`src/rtl/legv8_pkg.sv`:
```
// legv8_pkg: widths and constants shared by the fetch unit and the core datapath
package legv8_pkg;
   localparam int INSTR_W = 32;
   localparam int ADDR_W = 64;
   localparam logic [ADDR_W-1:0] PC_STEP = 64'd4;
endpackage

```
`src/rtl/fetch_fifo.sv`:
```
// fetch_fifo: circular instruction buffer; entry i holds the word at head address + 4*i
module fetch_fifo
   import legv8_pkg::*;
#(
   parameter int DEPTH = 4,
   localparam int AW = $clog2(DEPTH),
   localparam int CW = AW + 1
) (
   input  logic               clk,
   input  logic               rst_n,
   input  logic               push,
   input  logic               pop,
   input  logic               flush,
   input  logic [INSTR_W-1:0] wdata,
   output logic [INSTR_W-1:0] rdata,
   output logic [CW-1:0]      occ
);
   logic [INSTR_W-1:0] mem_q [DEPTH];
   logic [INSTR_W-1:0] mem_d [DEPTH];
   logic [AW-1:0] head_q, head_d, tail_q, tail_d;
   logic [CW-1:0] occ_q, occ_d;
   assign rdata = mem_q[head_q];
   assign occ = occ_q;
   // pointer and occupancy update; a write at a full buffer lands in the slot being popped
   always_comb begin
      mem_d = mem_q;
      if (push) mem_d[tail_q] = wdata;
      head_d = flush ? '0 : head_q + AW'(pop);
      tail_d = flush ? '0 : tail_q + AW'(push);
      occ_d = flush ? '0 : occ_q + CW'(push) - CW'(pop);
   end
   // buffer state, cleared asynchronously
   always_ff @(posedge clk or negedge rst_n) begin
      if (!rst_n) begin
         for (int i = 0; i < DEPTH; i++) mem_q[i] <= '0;
         head_q <= '0;
         tail_q <= '0;
         occ_q <= '0;
      end else begin
         mem_q <= mem_d;
         head_q <= head_d;
         tail_q <= tail_d;
         occ_q <= occ_d;
      end
   end
endmodule

```
`src/rtl/instr_fetch_unit.sv`:
```
// instr_fetch_unit: sequential prefetch front end for the LEGv8 core with redirect flush
module instr_fetch_unit
   import legv8_pkg::*;
#(
   parameter int DEPTH = 4
) (
   input  logic               CLOCK,
   input  logic               RESET_N,
   input  logic [ADDR_W-1:0]  PC,
   input  logic               ADVANCE,
   output logic [INSTR_W-1:0] INSTRUCTION,
   output logic               INSTR_VALID,
   output logic               MISALIGNED,
   output logic               IMEM_REQ,
   output logic [ADDR_W-1:0]  IMEM_ADDR,
   input  logic               IMEM_GNT,
   input  logic               IMEM_RVALID,
   input  logic [INSTR_W-1:0] IMEM_RDATA
);
   localparam int CW = $clog2(DEPTH) + 1;
   localparam logic [CW:0] LIM = (CW+1)'(DEPTH);
   logic [ADDR_W-1:0] exp_pc_q, exp_pc_d, fetch_pc_q, fetch_pc_d;
   logic [CW-1:0] live_q, live_d, drop_q, drop_d, occ;
   logic [CW:0] pend, owed;
   logic redirect, xfer, dropping, push, pop;
   assign MISALIGNED = |PC[1:0];
   assign redirect = (PC != exp_pc_q) && !MISALIGNED;
   assign pend = {1'b0, occ} + {1'b0, live_q};
   assign owed = {1'b0, live_q} + {1'b0, drop_q};
   assign IMEM_REQ = RESET_N && !redirect && !MISALIGNED && (pend < LIM) && (owed < LIM);
   assign IMEM_ADDR = fetch_pc_q;
   assign xfer = IMEM_REQ && IMEM_GNT;
   assign dropping = IMEM_RVALID && (drop_q != '0);
   assign push = IMEM_RVALID && (drop_q == '0) && !redirect;
   assign INSTR_VALID = (occ != '0) && !redirect && !MISALIGNED;
   assign pop = ADVANCE && INSTR_VALID;
   // stream addresses and credit counters; on redirect every owed response becomes stale
   always_comb begin
      exp_pc_d = redirect ? PC : pop ? exp_pc_q + PC_STEP : exp_pc_q;
      fetch_pc_d = redirect ? PC : xfer ? fetch_pc_q + PC_STEP : fetch_pc_q;
      live_d = redirect ? '0 : live_q + CW'(xfer) - CW'(push);
      drop_d = redirect ? drop_q + live_q - CW'(IMEM_RVALID) : drop_q - CW'(dropping);
   end
   // fetch state registers
   always_ff @(posedge CLOCK or negedge RESET_N) begin
      if (!RESET_N) begin
         exp_pc_q <= '0;
         fetch_pc_q <= '0;
         live_q <= '0;
         drop_q <= '0;
      end else begin
         exp_pc_q <= exp_pc_d;
         fetch_pc_q <= fetch_pc_d;
         live_q <= live_d;
         drop_q <= drop_d;
      end
   end
   fetch_fifo #(.DEPTH(DEPTH)) u_fifo (
      .clk   (CLOCK),
      .rst_n (RESET_N),
      .push  (push),
      .pop   (pop),
      .flush (redirect),
      .wdata (IMEM_RDATA),
      .rdata (INSTRUCTION),
      .occ   (occ)
   );
endmodule

```
`config.mk`:
```
export PLATFORM = sky130hd
export DESIGN_NAME = instr_fetch_unit
export DESIGN_NICKNAME = d
export VERILOG_FILES = /design/src/rtl/legv8_pkg.sv /design/src/rtl/fetch_fifo.sv /design/src/rtl/instr_fetch_unit.sv
export SDC_FILE = /design/constraint.sdc
export NUM_CORES = 1
export LEC_CHECK = 0
export ABC_AREA = 0
export CORE_MARGIN = 2
export CORE_UTILIZATION = 30
export CTS_CLUSTER_DIAMETER = 150
export CTS_CLUSTER_SIZE = 10
export DETAILED_ROUTE_END_ITERATION = 12
export PLACE_DENSITY = 0.46
export SLEW_MARGIN = 30
export SYNTH_ARGS = -nofsm -noshare
export SYNTH_HDL_FRONTEND = slang
export SYNTH_SLANG_ARGS = --single-unit
export TNS_END_PERCENT = 50
```
`constraint.sdc`:
```
create_clock -name CLOCK -period 4.68 [get_ports CLOCK]
set_clock_uncertainty 0.2 [all_clocks]
set_input_delay 0.468 -clock CLOCK [delete_from_list [all_inputs] [get_ports CLOCK]]
set_output_delay 0.468 -clock CLOCK [all_outputs]
set_load 0.05 [all_outputs]
```
# Word level (Yosys, flattened, before mapping)
# Index checks and enable logic that the tools add are counted.
# classes
add_sub_neg	13
order_cmp	5
eq_ne	1
muxes	15
bitwise	2
reduce_logical	21
# op_table
op	n
2-to-1 mux 64 bit	4
adder 64 x 3 -> 64 bit (second input constant)	2
bitwise mux 128 bit	1
2-to-1 mux 32 bit	3
binary-select mux 32 bit (select 2 bit)	1
demux 32 bit (select 2 bit)	1
inequality test 64 bit	1
logical AND 1 bit	13
subtractor 3 x 1 -> 3 bit	4
2-to-1 mux 3 bit	3
adder 3 x 3 -> 4 bit	2
less-than comparator 4 x 3 -> 1 bit (second input constant)	2
adder 3 x 1 -> 3 bit	2
>= comparator 3 bit (second input constant)	2
NOT 2 -> 3 bit	2
nonzero test 3 bit	2
adder 2 x 1 -> 2 bit	2
2-to-1 mux 2 bit	2
nonzero test 2 bit	2
adder 3 bit	1
logical NOT 3 bit	1
less-than comparator 3 x 1 -> 1 bit (second input constant)	1
logical NOT 1 bit	2
OR reduction 2 bit	1
# totals
regBits	269
inputBits	101

# Logic depth before layout (Yosys ltp)
# Gate-level depths: netlist (run 1).
# logic_depth
word_depth	12
depth_mapped	18

# Modules after synthesis
# Synthesis (run 1) repeated with hierarchy kept, for this count alone.
# hier_totals
cells_unflattened	1380
area_unflattened_um2	14600.3
# modules_own_cells
module	instances	cells_each	area_each_um2	seq_area_each_um2
instr_fetch_unit	1	1042	8743.4	3303.2
fetch_fifo	1	338	5856.9	3378.2

# Least setup slack after synthesis (run 1)
# Ideal clock, no wire load.
# synth_timing
path_type	input to register
startpoint	input PC[40]
endpoint	register live_q[2]
setup_time_ps	132
t_arrival_ps	3300
setup_slack_ps	1049
path_stages	17
cell_sequence	xnor2_1 -> nand4_1 -> nor4_1 -> and4_1 -> buf_4 -> nor2_4 -> clkbuf_1 -> buf_1 -> nor2_1 -> ha_1 -> inv_1 -> ha_1 -> inv_1 -> fa_1 -> xnor2_1 -> xnor2_1 -> nor2_1
# synth_between
elab_chain_len	11
# synth_rtl
element	line	source
start, declared	instr_fetch_unit.sv:9	input logic [ADDR_W-1:0] PC,
inequality test 64 bit *	instr_fetch_unit.sv:27	assign redirect = (PC != exp_pc_q) && !MISALIGNED;
logical AND 1 bit *	instr_fetch_unit.sv:27	
logical NOT 1 bit	instr_fetch_unit.sv:30, instr_fetch_unit.sv:34	
logical AND 1 bit (4 in a row)	instr_fetch_unit.sv:30	assign IMEM_REQ = RESET_N && !redirect && !MISALIGNED && (pend < LIM) && (owed < LIM);
logical AND 1 bit	instr_fetch_unit.sv:32	assign xfer = IMEM_REQ && IMEM_GNT;
adder 3 x 1 -> 3 bit	instr_fetch_unit.sv:41	live_d = redirect ? '0 : live_q + CW'(xfer) - CW'(push);
subtractor 3 x 1 -> 3 bit	instr_fetch_unit.sv:41	
2-to-1 mux 3 bit *	instr_fetch_unit.sv:41	
via live_d[2]	instr_fetch_unit.sv:23	logic [CW-1:0] live_q, live_d, drop_q, drop_d, occ;
end signal, assigned	instr_fetch_unit.sv:54	live_q <= live_d;
end, declared	instr_fetch_unit.sv:23	
# The timed path passes the listed nets; every way through them passes the cells marked *.
# A chain may end at the register's enable or synchronous reset.

# Worst setup path after layout (run 1)
# layout_timing
startpoint	input PC[10]
endpoint	register live_q[2]
# Same word-level chain as after synthesis.

==> results of run 1 <==
## kinds of logic after synthesis
kind of cell | Yosys count | synth area share
AOI/OAI and AO/OA | 164 | 0.0853
xor gates and xnor gates | 74 | 0.0448
adders and majority gates | 20 | 0.0188
buffers and inverters | 99 | 0.0321
DFF | 267 | 0.462
muxes | 161 | 0.150
and+or+nand+nor | 559 | 0.207
## critical path: stages
cell and delay (ns):
clkdlybuf4s50_1 0.53, xnor2_1 0.38, nand4_1 0.14, nor4_1 0.59, and4_2 0.44, nor2_4 0.10
nor2_1 0.18, ha_1 0.25, inv_1 0.06, ha_1 0.13, inv_1 0.05, fa_1 0.37
xnor2_1 0.17, xnor2_1 0.13, nor2_1 0.05
## flip-flops by register name (all words and copies together), names as in the netlist
register and flops:
u_fifo.mem_q 128, IMEM_ADDR 63, exp_pc_q 63, drop_q 3
live_q 3, u_fifo.occ 3, u_fifo.head_q 2, u_fifo.tail_q 2
## per-stage QoR
step | hold WS [ns] | power (mW)
6_report | 0.141 | 7.97
3_5_place_dp | 0.156 | 5.95
2_1_floorplan | -0.0276 | 4.96
4_1_cts | 0.115 | 8.09
5_1_grt | 0.142 | 8.41
3_3_place_gp | 0.156 | 5.90
## power by group
group	switching, mW	total, mW	internal [mW]	leakage [nW]
Sequential	0.421	3.23	2.81	3.43
Clock	0.954	2.09	1.13	0.386
Combinational	1.49	2.65	1.16	3.27
## layout make-up
type,count,area (sq um),area share
multi-input cells,978,7340,0.406
flip-flops and latches,267,6680,0.370
clock inverters,2,35.0,0.00194
inverters,24,90.1,0.00499
well taps,615,769,0.0426
clock buffers,31,754,0.0418
repair buffers,231,2400,0.133
## how the worst min path moves through the flow
stage | startpoint | endpoint | slack (ns) | cells after the start
after floorplan | RESET_N | IMEM_ADDR[0] | -0.03 | 0
after detailed placement | RESET_N | u_fifo.mem_q[120] | 0.16 | 1
after CTS | RESET_N | u_fifo.mem_q[92] | 0.11 | 2
after global routing | RESET_N | u_fifo.mem_q[120] | 0.14 | 2
final | RESET_N | u_fifo.mem_q[120] | 0.14 | 2
after global placement | RESET_N | u_fifo.mem_q[120] | 0.16 | 1
## routing by layer
layer | track usage | part of all wire
met1 | 0.264 | 0.45
met2 | 0.320 | 0.48
met5 | 0 | 0
met4 | 0.0484 | 0.024
met3 | 0.0249 | 0.048
## cells in the mapped netlist (3+ instances only)
| cell | n | share of area |
|---|---|---|
| buf_1 | 8 | 0.0021 |
| buf_4 | 6 | 0.0031 |
| buf_2 | 18 | 0.0062 |
| ha_1 | 17 | 0.015 |
| o22ai_1 | 5 | 0.0022 |
| and3_1 | 28 | 0.012 |
| nor3_2 | 4 | 0.0028 |
| a211o_1 | 3 | 0.0018 |
| xnor2_1 | 72 | 0.044 |
| a21oi_1 | 4 | 0.0014 |
| nand3_1 | 144 | 0.050 |
| nor3_1 | 14 | 0.0048 |
| fa_1 | 3 | 0.0042 |
| a211oi_1 | 5 | 0.0026 |
| o311ai_0 | 23 | 0.014 |
| and4_1 | 12 | 0.0073 |
| o211ai_1 | 93 | 0.048 |
| buf_6 | 6 | 0.0047 |
| o21ai_0 | 12 | 0.0042 |
| clkbuf_1 | 35 | 0.0091 |
| nor2_1 | 46 | 0.012 |
| nor4_2 | 4 | 0.0035 |
| nand2_1 | 144 | 0.037 |
| a311oi_1 | 4 | 0.0024 |
| or2_2 | 10 | 0.0043 |
| and2_1 | 11 | 0.0048 |
| or3_1 | 39 | 0.017 |
| nand4_1 | 60 | 0.026 |
| dfrtp_1 | 267 | 0.46 |
| nor4_1 | 8 | 0.0035 |
| inv_1 | 23 | 0.0060 |
| mux4_2 | 32 | 0.050 |
| mux2_2 | 126 | 0.098 |
| or4_1 | 20 | 0.010 |
## timing repair
item / CTS / global route
hold buffers: 1 / 0
gates resized for setup: 0 / 0
setup endpoints to repair: 0 / 0
endpoints found under the hold margin: 102 / 0
==> reports/summary.txt, run 1 <==
most frequent cells in the layout = dfrtp_1 (266), clkdlybuf4s50_1 (196), nand3_1 (144), nand2_1 (143), mux2_2 (126)
LEAKAGE = 7.08 nW
Netlist cell types = 60
Vias per Instance = 5.46
Hold Path Class = input pin to asynchronous set/reset pin
# setup viols final = 0
CP Launch Point = PC[10]
routability-driven placement congestion ratio = 0.856
CTS root buf = clkbuf_16
chip height = 224 um
GRT Total Usage = 0.192
dpl cells = 2,114
FF-to-FF setup slack = 0.88 ns
Max Root-Sink Buffers = 3
core area = 47,600 sq um
Final Non-Filler Cells = 2,148
Inserted Clock Buffers = 30
H-tree depth = 1
gate count of the mapped netlist = 1,344
vias in the first global route = 11,852
Reg-to-Reg Start = exp_pc_q[61]
# DRC = 0
status = finished, final reports clean
Synth-to-Final Area Change = 24.9%
crit path kind = input pin to flip-flop
pins over their slew limit = 0
Post-Syn Area = 14,500 sq um
top_reg_cell synth = dfrtp_1
maximum fanout along the worst path = 8
maximum number of pins on one net before global-route repair = 105
pwr/cell area = 441 nW/um^2
postcts setup bufs = 0
syn_nets = 1,465
total congestion overflow = 0
row count = 80
worst slew pin tran = 0.859 ns
die area = 50,000 sq um
reg2reg end = live_q[2]
Seq/Total Area, Yosys = 0.462
ys async rst share = 1.00
FF-to-FF path depth = 14
slew margin rel. = 0.427
Iter 0 DRT Violations = 813
starting density of the core = 0.304
Crit. End Element = flip-flop
share of layout cells above drive strength 1 = 0.166
initial antenna violation count = 0
RSZ-0062 raised after global routing = no
drt wl/cell = 22.3 um
Die X = 224 um
worst path arrival time = 4.06 ns
CP Capture Point = live_q[2]
fmax = 261 MHz
Ys Warns = 0
port buffer count = 199
CP Launch Type = input pin
min Tclk post-route = 3.84 ns
fin util = 0.379
CTS tree = built
Final WS setup = 0.844 ns
syn avg cell area = 10.8 sq um
post-DP HPWL = 34,500 um
final WL = 47,900 um
Post-synth EDFFs = 0
clock sink total = 267
cell area after layout = 18,100 sq um
fin nets = 1,653
Peak VDD IR = 256 uV
post-route ant nets = 0
Pre-antenna DRT Iters = 8
max cap viols = 0
most common cell after layout, fill and taps aside = dfrtp_1
crit share post-route = 0.820
register bit total from synthesis = 267
placed instance area = 17,300 sq um
FILL cells = 4,698
Clk Latency, worst-skew pair = 0.58 ns
n_diodes = 0
Vias = 11,721
setup_tns = 0 ns
IO Count = 200
CTS clock-pin slew for the worst setup and hold paths = 0.07 ns
final hold violation count = 0
Place WS = 0.303 ns
first-pass GRT wire length = 74,100 um
WP data required = 4.90 ns
Power figures use the tool's default switching activity.
==> inputs of run 2 (changes only) <==
--- a/config.mk
+++ b/config.mk
@@ -11,7 +11,7 @@
 export CTS_CLUSTER_DIAMETER = 150
 export CTS_CLUSTER_SIZE = 10
 export DETAILED_ROUTE_END_ITERATION = 12
-export PLACE_DENSITY = 0.46
+export PLACE_DENSITY = 0.48
 export SLEW_MARGIN = 30
 export SYNTH_ARGS = -nofsm -noshare
 export SYNTH_HDL_FRONTEND = slang
==> constraint.sdc (replaced) <==
create_clock -name CLOCK -period 3.5 [get_ports CLOCK]
set_clock_uncertainty 0.2 [all_clocks]
set_input_delay 0.35 -clock CLOCK [delete_from_list [all_inputs] [get_ports CLOCK]]
set_output_delay 0.35 -clock CLOCK [all_outputs]
set_load 0.05 [all_outputs]
==> reports/summary.txt, run 2 (synthesized netlist as in run 1, its figures left out) <==
GRT Total Usage = 0.194 (+0.00182)
routability-driven placement congestion ratio = 0.845 (-1.3%)
die area = 50,000 sq um (unchanged)
fmax = 292 MHz
row count = 80 (unchanged)
CTS clock-pin slew for the worst setup and hold paths = 0.06 ns (about the same)
Max Root-Sink Buffers = 3 (unchanged)
Cell Chain, Critical Path = xnor2_2, nand4_1, nor4_2, and4_4, buf_6, and3_1, buf_12
WP data required = 2.95 ns (-1.95 ns)
crit path kind = flip-flop to primary output
Peak VDD IR = 360 uV (+41%)
worst path arrival time = 2.87 ns (-1.19 ns)
Pwr Total = 10.8 mW (+36%)
# setup viols final = 0 (unchanged)
total congestion overflow = 0 (unchanged)
slew margin rel. = 0.522 (+0.0942)
pwr/cell area = 569 nW/um^2 (+29%)
CP Launch Type = flip-flop
Max stage delay cell, worst path = dfrtp_1
crit share post-route = 0.979
worst slew pin tran = 0.718 ns (-0.141 ns)
vias in the first global route = 12,136 (+2.4%)
Iter 0 DRT Violations = 749 (-7.9%)
H-tree depth = 1 (unchanged)
placed instance area = 18,000 sq um (+4.3%)
CTS tree = built
most common cell after layout, fill and taps aside = dfrtp_1
# DRC = 0 (unchanged)
Die X = 224 um (unchanged)
CP peak stage delay = 0.44 ns (-0.15 ns)
Pre-antenna DRT Iters = 5 (-3)
chip height = 224 um (unchanged)
port buffer count = 199 (unchanged)
Vias per Instance = 5.43 (-0.46%)
Synth-to-Final Area Change = 31.1%
pins over their slew limit = 0 (unchanged)
maximum number of pins on one net before global-route repair = 166 (+58%)
Crit. End Element = primary output
clock sink total = 267 (unchanged)
drt wl/cell = 21.6 um (-3.0%)
max cap viols = 0 (unchanged)
final hold violation count = 0 (unchanged)
fin nets = 1,754 (+6.1%)
Vias = 12,216 (+4.2%)
first-pass GRT wire length = 74,400 um (+0.41%)
Hold Path Class = input pin to flip-flop
Largest Register = u_fifo.mem_q
share of layout cells above drive strength 1 = 0.226 (+0.0601)
cell area after layout = 19,000 sq um (+5.0%)
min Tclk post-route = 3.42 ns
post-route ant nets = 0 (unchanged)
post-DP HPWL = 34,900 um (+1.2%)
CTS root buf = clkbuf_16
Inserted Clock Buffers = 30 (unchanged)
Hold Slack = 0.236 ns (+0.0955 ns)
initial antenna violation count = 0 (unchanged)
most frequent cells in the layout = dfrtp_1 (266), clkdlybuf4s50_1 (196), nand3_1 (144), nand2_1 (143), mux2_2 (126)
status = finished, final reports clean
core area = 47,600 sq um (unchanged)
FILL cells = 4,701 (+0.064%)
LEAKAGE = 7.67 nW (+8.3%)
starting density of the core = 0.304 (unchanged)
max reg flops = 128 (unchanged)
maximum fanout along the worst path = 16 (+8)
fin util = 0.398 (+0.0191)
IO Count = 200 (unchanged)
RSZ-0062 raised after global routing = no
n_diodes = 0 (unchanged)
postcts setup bufs = 0 (unchanged)
final WL = 48,600 um (+1.5%)
Clk Latency, worst-skew pair = 0.59 ns (about the same)
run 2: cell count changes in the layout (fill, tap and decap cells not counted), sizes merged:
cell	change
buf	+101
run 2: worst max-delay path, delay by kind of cell, from the launching register on:
family	cells	cell delay, ns
AND/OR/NAND/NOR	4	1.16
flip-flops	1	0.44
buffers and inverters	2	0.38
XOR/XNOR	1	0.30
run 2: report_power, final:
group          internal (mW)  total [mW]  switching [mW]
sequential              3.75        4.28           0.524
combinational           1.68        3.74            2.06
clock                   1.51        2.78            1.27
run 2: final cells by class:
type / count / area [sq um] / area share
multi-input combinational: 978 / 7460 / 0.393
sequential: 267 / 6680 / 0.352
timing repair buffer: 332 / 3200 / 0.169
tap: 615 / 769 / 0.0406
clock buffer: 31 / 754 / 0.0398
inverter: 24 / 90.1 / 0.00475
clock inverter: 2 / 21.3 / 0.00112
run 2: repair_timing:
action / in CTS / in global routing
hold buffers: 1 / 0
hold endpoints to repair: 46 / 0
gates resized for setup: 12 / 6
pin swaps: 3 / 5
endpoints found under the setup margin: 98 / 4
run 2: worst paths after layout:
| kind | start | slack (ns) | end | cells past startpoint |
|---|---|---|---|---|
| max in group asynchronous | RESET_N | 1.44 | exp_pc_q[63] | 5 |
| setup reg to reg | exp_pc_q[61] | 0.17 | u_fifo.occ[2] | 14 |
| hold / removal | PC[18] | 0.24 | exp_pc_q[18] | 3 |
| hold reg to reg | u_fifo.mem_q[33] | 0.28 | u_fifo.mem_q[33] | 1 |
| min in group asynchronous | RESET_N | 0.29 | u_fifo.mem_q[126] | 3 |
| setup / recovery | exp_pc_q[61] | 0.08 | INSTR_VALID | 7 |
run 2: routing by layer:
layer,part of all wire,GRT usage,vias up
met1,0.44,0.263,6145
met4,0.031,0.0637,0
met5,0,0,-
met2,0.47,0.313,365
met3,0.059,0.0332,80
li1,-,-,5626
run 2: stage by stage:
step	setup slack, ns	cells	TNS (ns)
2_1_floorplan	0.0374	1344	0
4_1_cts	0.00903	2247	0
3_5_place_dp	-0.622	2213	-99.13
5_1_grt	0.0142	2249	0
3_3_place_gp	-0.721	2213	-120.88
6_report	0.0751	2249	0
